[src/rtl/serial_compare_driver.sv]
// Producer side of the bit-serial unsigned compare link: accepts an operand pair, clears the
// comparator, streams both operands MSB-first, then captures the L/E/G flags as a result.
module serial_compare_driver #(
   parameter int unsigned WIDTH  = 8,
   parameter int unsigned SETTLE = 1
) (
   input  logic             clk,
   input  logic             rst,
   input  logic             in_valid,
   output logic             in_ready,
   input  logic [WIDTH-1:0] in_a,
   input  logic [WIDTH-1:0] in_b,
   output logic             ser_a,
   output logic             ser_b,
   output logic             ser_rst,
   output logic             ser_op,
   input  logic             cmp_l,
   input  logic             cmp_e,
   input  logic             cmp_g,
   output logic             res_valid,
   output logic             res_l,
   output logic             res_e,
   output logic             res_g,
   output logic             res_err
);

   localparam int unsigned CntW  = $clog2(WIDTH);
   localparam int unsigned WaitW = $clog2(SETTLE + 1);

   localparam logic [CntW-1:0]  LastBit  = CntW'(WIDTH - 1);
   localparam logic [WaitW-1:0] LastWait = WaitW'(SETTLE - 1);

   typedef enum logic [2:0] {
      StIdle,
      StClear,
      StShift,
      StWait,
      StDone
   } state_e;

   state_e           state_q;
   logic [WIDTH-1:0] sh_a_q;
   logic [WIDTH-1:0] sh_b_q;
   logic [CntW-1:0]  bit_cnt_q;
   logic [WaitW-1:0] wait_cnt_q;
   logic             flags_onehot;

   assign flags_onehot = (cmp_l ^ cmp_e ^ cmp_g) & ~(cmp_l & cmp_e & cmp_g);

   // Every output is loaded with the value belonging to the state being entered, so the
   // outputs always describe the current state while staying purely registered.
   always_ff @(posedge clk) begin
      if (rst) begin
         state_q    <= StIdle;
         sh_a_q     <= '0;
         sh_b_q     <= '0;
         bit_cnt_q  <= '0;
         wait_cnt_q <= '0;
         in_ready   <= 1'b0;
         ser_a      <= 1'b0;
         ser_b      <= 1'b0;
         ser_rst    <= 1'b1;
         ser_op     <= 1'b1;
         res_valid  <= 1'b0;
         res_l      <= 1'b0;
         res_e      <= 1'b0;
         res_g      <= 1'b0;
         res_err    <= 1'b0;
      end else begin
         res_valid <= 1'b0;
         unique case (state_q)
            StIdle: begin
               in_ready <= 1'b1;
               ser_rst  <= 1'b1;
               ser_op   <= 1'b1;
               ser_a    <= 1'b0;
               ser_b    <= 1'b0;
               if (in_valid && in_ready) begin
                  sh_a_q   <= in_a;
                  sh_b_q   <= in_b;
                  in_ready <= 1'b0;
                  ser_op   <= 1'b0;
                  state_q  <= StClear;
               end
            end
            StClear: begin
               ser_rst   <= 1'b0;
               ser_a     <= sh_a_q[WIDTH-1];
               ser_b     <= sh_b_q[WIDTH-1];
               sh_a_q    <= {sh_a_q[WIDTH-2:0], 1'b0};
               sh_b_q    <= {sh_b_q[WIDTH-2:0], 1'b0};
               bit_cnt_q <= '0;
               state_q   <= StShift;
            end
            StShift: begin
               if (bit_cnt_q == LastBit) begin
                  // Zero pairs hold whatever decision the comparator has already reached.
                  ser_a      <= 1'b0;
                  ser_b      <= 1'b0;
                  wait_cnt_q <= '0;
                  state_q    <= StWait;
               end else begin
                  ser_a     <= sh_a_q[WIDTH-1];
                  ser_b     <= sh_b_q[WIDTH-1];
                  sh_a_q    <= {sh_a_q[WIDTH-2:0], 1'b0};
                  sh_b_q    <= {sh_b_q[WIDTH-2:0], 1'b0};
                  bit_cnt_q <= bit_cnt_q + CntW'(1);
               end
            end
            StWait: begin
               if (wait_cnt_q == LastWait) begin
                  res_valid <= 1'b1;
                  res_l     <= cmp_l;
                  res_e     <= cmp_e;
                  res_g     <= cmp_g;
                  res_err   <= ~flags_onehot;
                  state_q   <= StDone;
               end else begin
                  wait_cnt_q <= wait_cnt_q + WaitW'(1);
               end
            end
            StDone: begin
               in_ready <= 1'b1;
               ser_rst  <= 1'b1;
               ser_op   <= 1'b1;
               state_q  <= StIdle;
            end
            default: begin
               state_q <= StIdle;
            end
         endcase
      end
   end

endmodule

[config.mk]
export PLATFORM = sky130hd
export DESIGN_NAME = serial_compare_driver
export DESIGN_NICKNAME = d
export VERILOG_FILES = /design/src/rtl/serial_compare_driver.sv
export SDC_FILE = /design/constraint.sdc
export NUM_CORES = 1
export LEC_CHECK = 0
export CORE_MARGIN = 1.5
export CORE_UTILIZATION = 53
export DETAILED_ROUTE_END_ITERATION = 10
export GPL_TIMING_DRIVEN = 1
export MAX_ROUTING_LAYER = met4
export PLACE_DENSITY_LB_ADDON = 0.1
export SYNTH_ARGS = -nofsm -noshare
export SYNTH_HDL_FRONTEND = slang
export SYNTH_SLANG_ARGS = --single-unit
[constraint.sdc]
create_clock -name clk -period 4 [get_ports clk]
set_clock_uncertainty 0.1 [all_clocks]
set_input_delay 1.2 -clock clk [delete_from_list [all_inputs] [get_ports clk]]
set_output_delay 1.2 -clock clk [all_outputs]
set_load 0.03 [all_outputs]
==> results.md <==
* Run status: finished, final reports clean
* Proportion of synthesized flip-flops having asynchronous set or reset at 0%
* Type of element launching the critical path: flop
* Data required time of the worst path at 2.70 ns
* Total buffers and inverters traversed by the critical path at 1
* Global-route wire length before repair at 5000 um
* Hold Crit Class: reg2reg
* Worst path arrival time at 1.39 ns
* Timing-limited maximum frequency at 372 MHz
* Cell Chain, Critical Path: clkdlybuf4s50_1
* DRC violations left at 0
* Pins Over Slew Limit at 0
* Nets at 207
* Syn Area/Cell at 9.82 um2
* Sequential area share after synthesis at 42.9%
* Worst slack at placement at 1.12 ns
* Via count of the first global-routing pass at 1111
* Inserted Clock Buffers at 5
* Final non-filler cell total at 213
* Seq. cell area at 641 um2
* Most common library cell in the layout ignoring fill and taps: dfxtp_1
* # diodes at 0
* Warning count from the yosys run at 0
* Cell accounting for the most synthesized area: dfxtp_1
* TritonRoute pass-1 iters at 5
* Setup TNS at 0 ns
* Number of antenna violations at the first check in global routing at 0
* Total cell area at the placement stage at 1810 um2
* Flip-flop and latch count after synthesis at 32
* Area used by multi-input combinational logic at 800 um2
* Ys flop type: dfxtp_1
* Vias per inst at 5.61
* Biggest fanout along the worst timing path at 3
* DP Cell Count at 205
* Post-DR wirelength/cell at 13.4 um
* Clock slew at the register clock pins of the worst setup and hold paths at 0.10 ns
* Antenna-violating nets left at 0
* Unrepaired setup endpoints after global routing: no
* Die Width at 56.1 um
* Clock tree from TritonCTS: yes
* Longest Clk Path Bufs at 2
* Number of maximum-capacitance violations at 0
* Kind of end point of the critical path: primary output
* Family of cells with the greatest summed delay on the critical path: buffers and inverters
* Number of input and output port buffers inserted at 31
* Unique masters post-synth at 32
* Number of endpoints with negative hold slack in the final report at 0
* Count of hold-fix buffers inserted at cts at 0
* Number of top-level design ports at 32
* Summed area of non-filler cells in the final layout at 1880 um2
* GRT Resource Usage Total at 20.7%
* Post-Route WL at 2860 um
* GP Congestion at 0.716
* # Post-CTS Setup Buffers at 0
* Global route total overflow at 0
* Starting density of the core at 55.1%
* Post-synth net total at 178
* Maximum cell stage delay along the critical path at 0.68 ns
* Total setup violations reported at the end of the flow at 0
* Pwr dens at 401 nW/um2
* Slew Limit Headroom at 56.0%
* IR drop worst, VDD at 319 uV
* Die outline height at 56.1 um
* Gate Count Post-Synth at 152
* Clk_lat worst skew at 0.32 ns
* Maximum number of pins on one net before global-route repair at 33
* Reported leakage power at 0.000701 uW
* Root Driver: clkbuf_4
* Total half-perimeter wirelength after legalization and detailed placement at 1970 um
* Row count at 19
* Fill count at 213
* Proportion of layout cells with a drive suffix above 1 at 12.1%
* Most frequent cells in the layout: dfxtp_1 (32), clkdlybuf4s50_1 (31), nor2_1 (30)
* Top post-synthesis cells by area: dfxtp_1 (43%), mux2i_1 (11%), nor2_1 (7.5%), a211oi_2 (6.7%), ha_1 (3.4%)
* Via count at 1195
* Pin slew with the least headroom to its limit at 0.659 ns
* Sink count of the clock tree at 32
* Core outline area at 2710 um2
* Summed instance area of the synthesized netlist at 1490 um2
* Area share of the leading cell type in the synthesized netlist at 42.9%
* Number of H-tree levels at 2
* Final worst-path cycle share at 67.2%
* Synth-to-Final Area Change at 26.2%
* Number of DRC violations after detailed-routing iteration 0 at 52
* Cts repair resizes at 0
* Tmin final at 2.69 ns
* Kind of critical path: reg2out
* Total die area at 3140 um2
* Crit path setup slack, layout at 1.31 ns
* Critical-path top delay cell: clkdlybuf4s50_1
* Count of flip-flops with a built-in enable after synthesis at 0
[stage by stage]
step / power [uW] / util [%] / hold WS (ns)
final: 755 / 69.5 / 0.380
after global routing: 798 / 69.5 / 0.415
after CTS: 763 / 69.5 / 0.383
after detailed placement: 526 / 66.7 / 0.370
after global placement: 518 / 66.7 / 0.349
after floorplan: 482 / - / 0.345
[sequential cells by signal, indices dropped and copies added (netlist names), 3 cells and up]
register,cells
sh_b_q,8
bit_cnt_q,3
sh_a_q,8
state_q,3
[Yosys cell counts (2+ instances only)]
cell type and instances:
nand2_1 4, dfxtp_1 32, buf_2 3, a211oi_1 6, nor2_1 30, nor3_1 5
a211oi_2 8, nor3b_1 2, nand3b_1 2, a222oi_1 2, nand2b_1 5, clkbuf_1 4
a22o_1 2, buf_4 2, mux2i_1 17, ha_1 4, a21oi_1 5, a22oi_1 3
o21ai_0 3
[kinds of logic (layout without fill, tap and decap cells)]
family	Yosys count	in the layout	synth area share [%]
AND/OR/NAND/NOR	53	53	17.7
AO/OA/AOI/OAI	32	32	18.5
flip-flops	32	32	42.9
multiplexers	18	18	12.2
buffers and inverters	12	42	4.27
adder cells (fa/ha/maj)	4	4	3.35
XOR/XNOR	1	1	1.09
[path summary, 6_finish.rpt]
kind,cells past startpoint,end,start,slack [ns]
worst max-delay path,1,ser_b,ser_b$_SDFFE_PP0P_,1.31
worst min-delay path,2,ser_rst$_SDFFE_PP1P_,ser_rst$_SDFFE_PP1P_,0.38
worst max register to register,7,sh_b_q[6]$_SDFFE_PP0P_,bit_cnt_q[0]$_SDFFE_PP0P_,2.00
worst min register to register,2,ser_rst$_SDFFE_PP1P_,ser_rst$_SDFFE_PP1P_,0.38
[area by class of cell]
| class | count | area share [%] |
|---|---|---|
| inverters | 1 | 0.199 |
| clock inverters | 2 | 1.86 |
| multi-input cells | 108 | 42.4 |
| well taps | 31 | 2.06 |
| flip-flops and latches | 32 | 34.0 |
| clock buffers | 6 | 2.19 |
| repair buffers | 33 | 17.3 |
[layer usage]
| metal | share of wire (%) | track usage, % |
|---|---|---|
| met3 | 5.3 | 8.60 |
| met4 | 0.80 | 5.44 |
| met5 | 0 | - |
| met2 | 48 | 31.9 |
| met1 | 46 | 25.1 |
[where the power goes]
group | internal, uW | switching [uW]
combinational | 75.5 | 76.1
sequential | 346 | 20.5
clock | 131 | 106
Note: power is estimated with default switching activity, not from simulation.
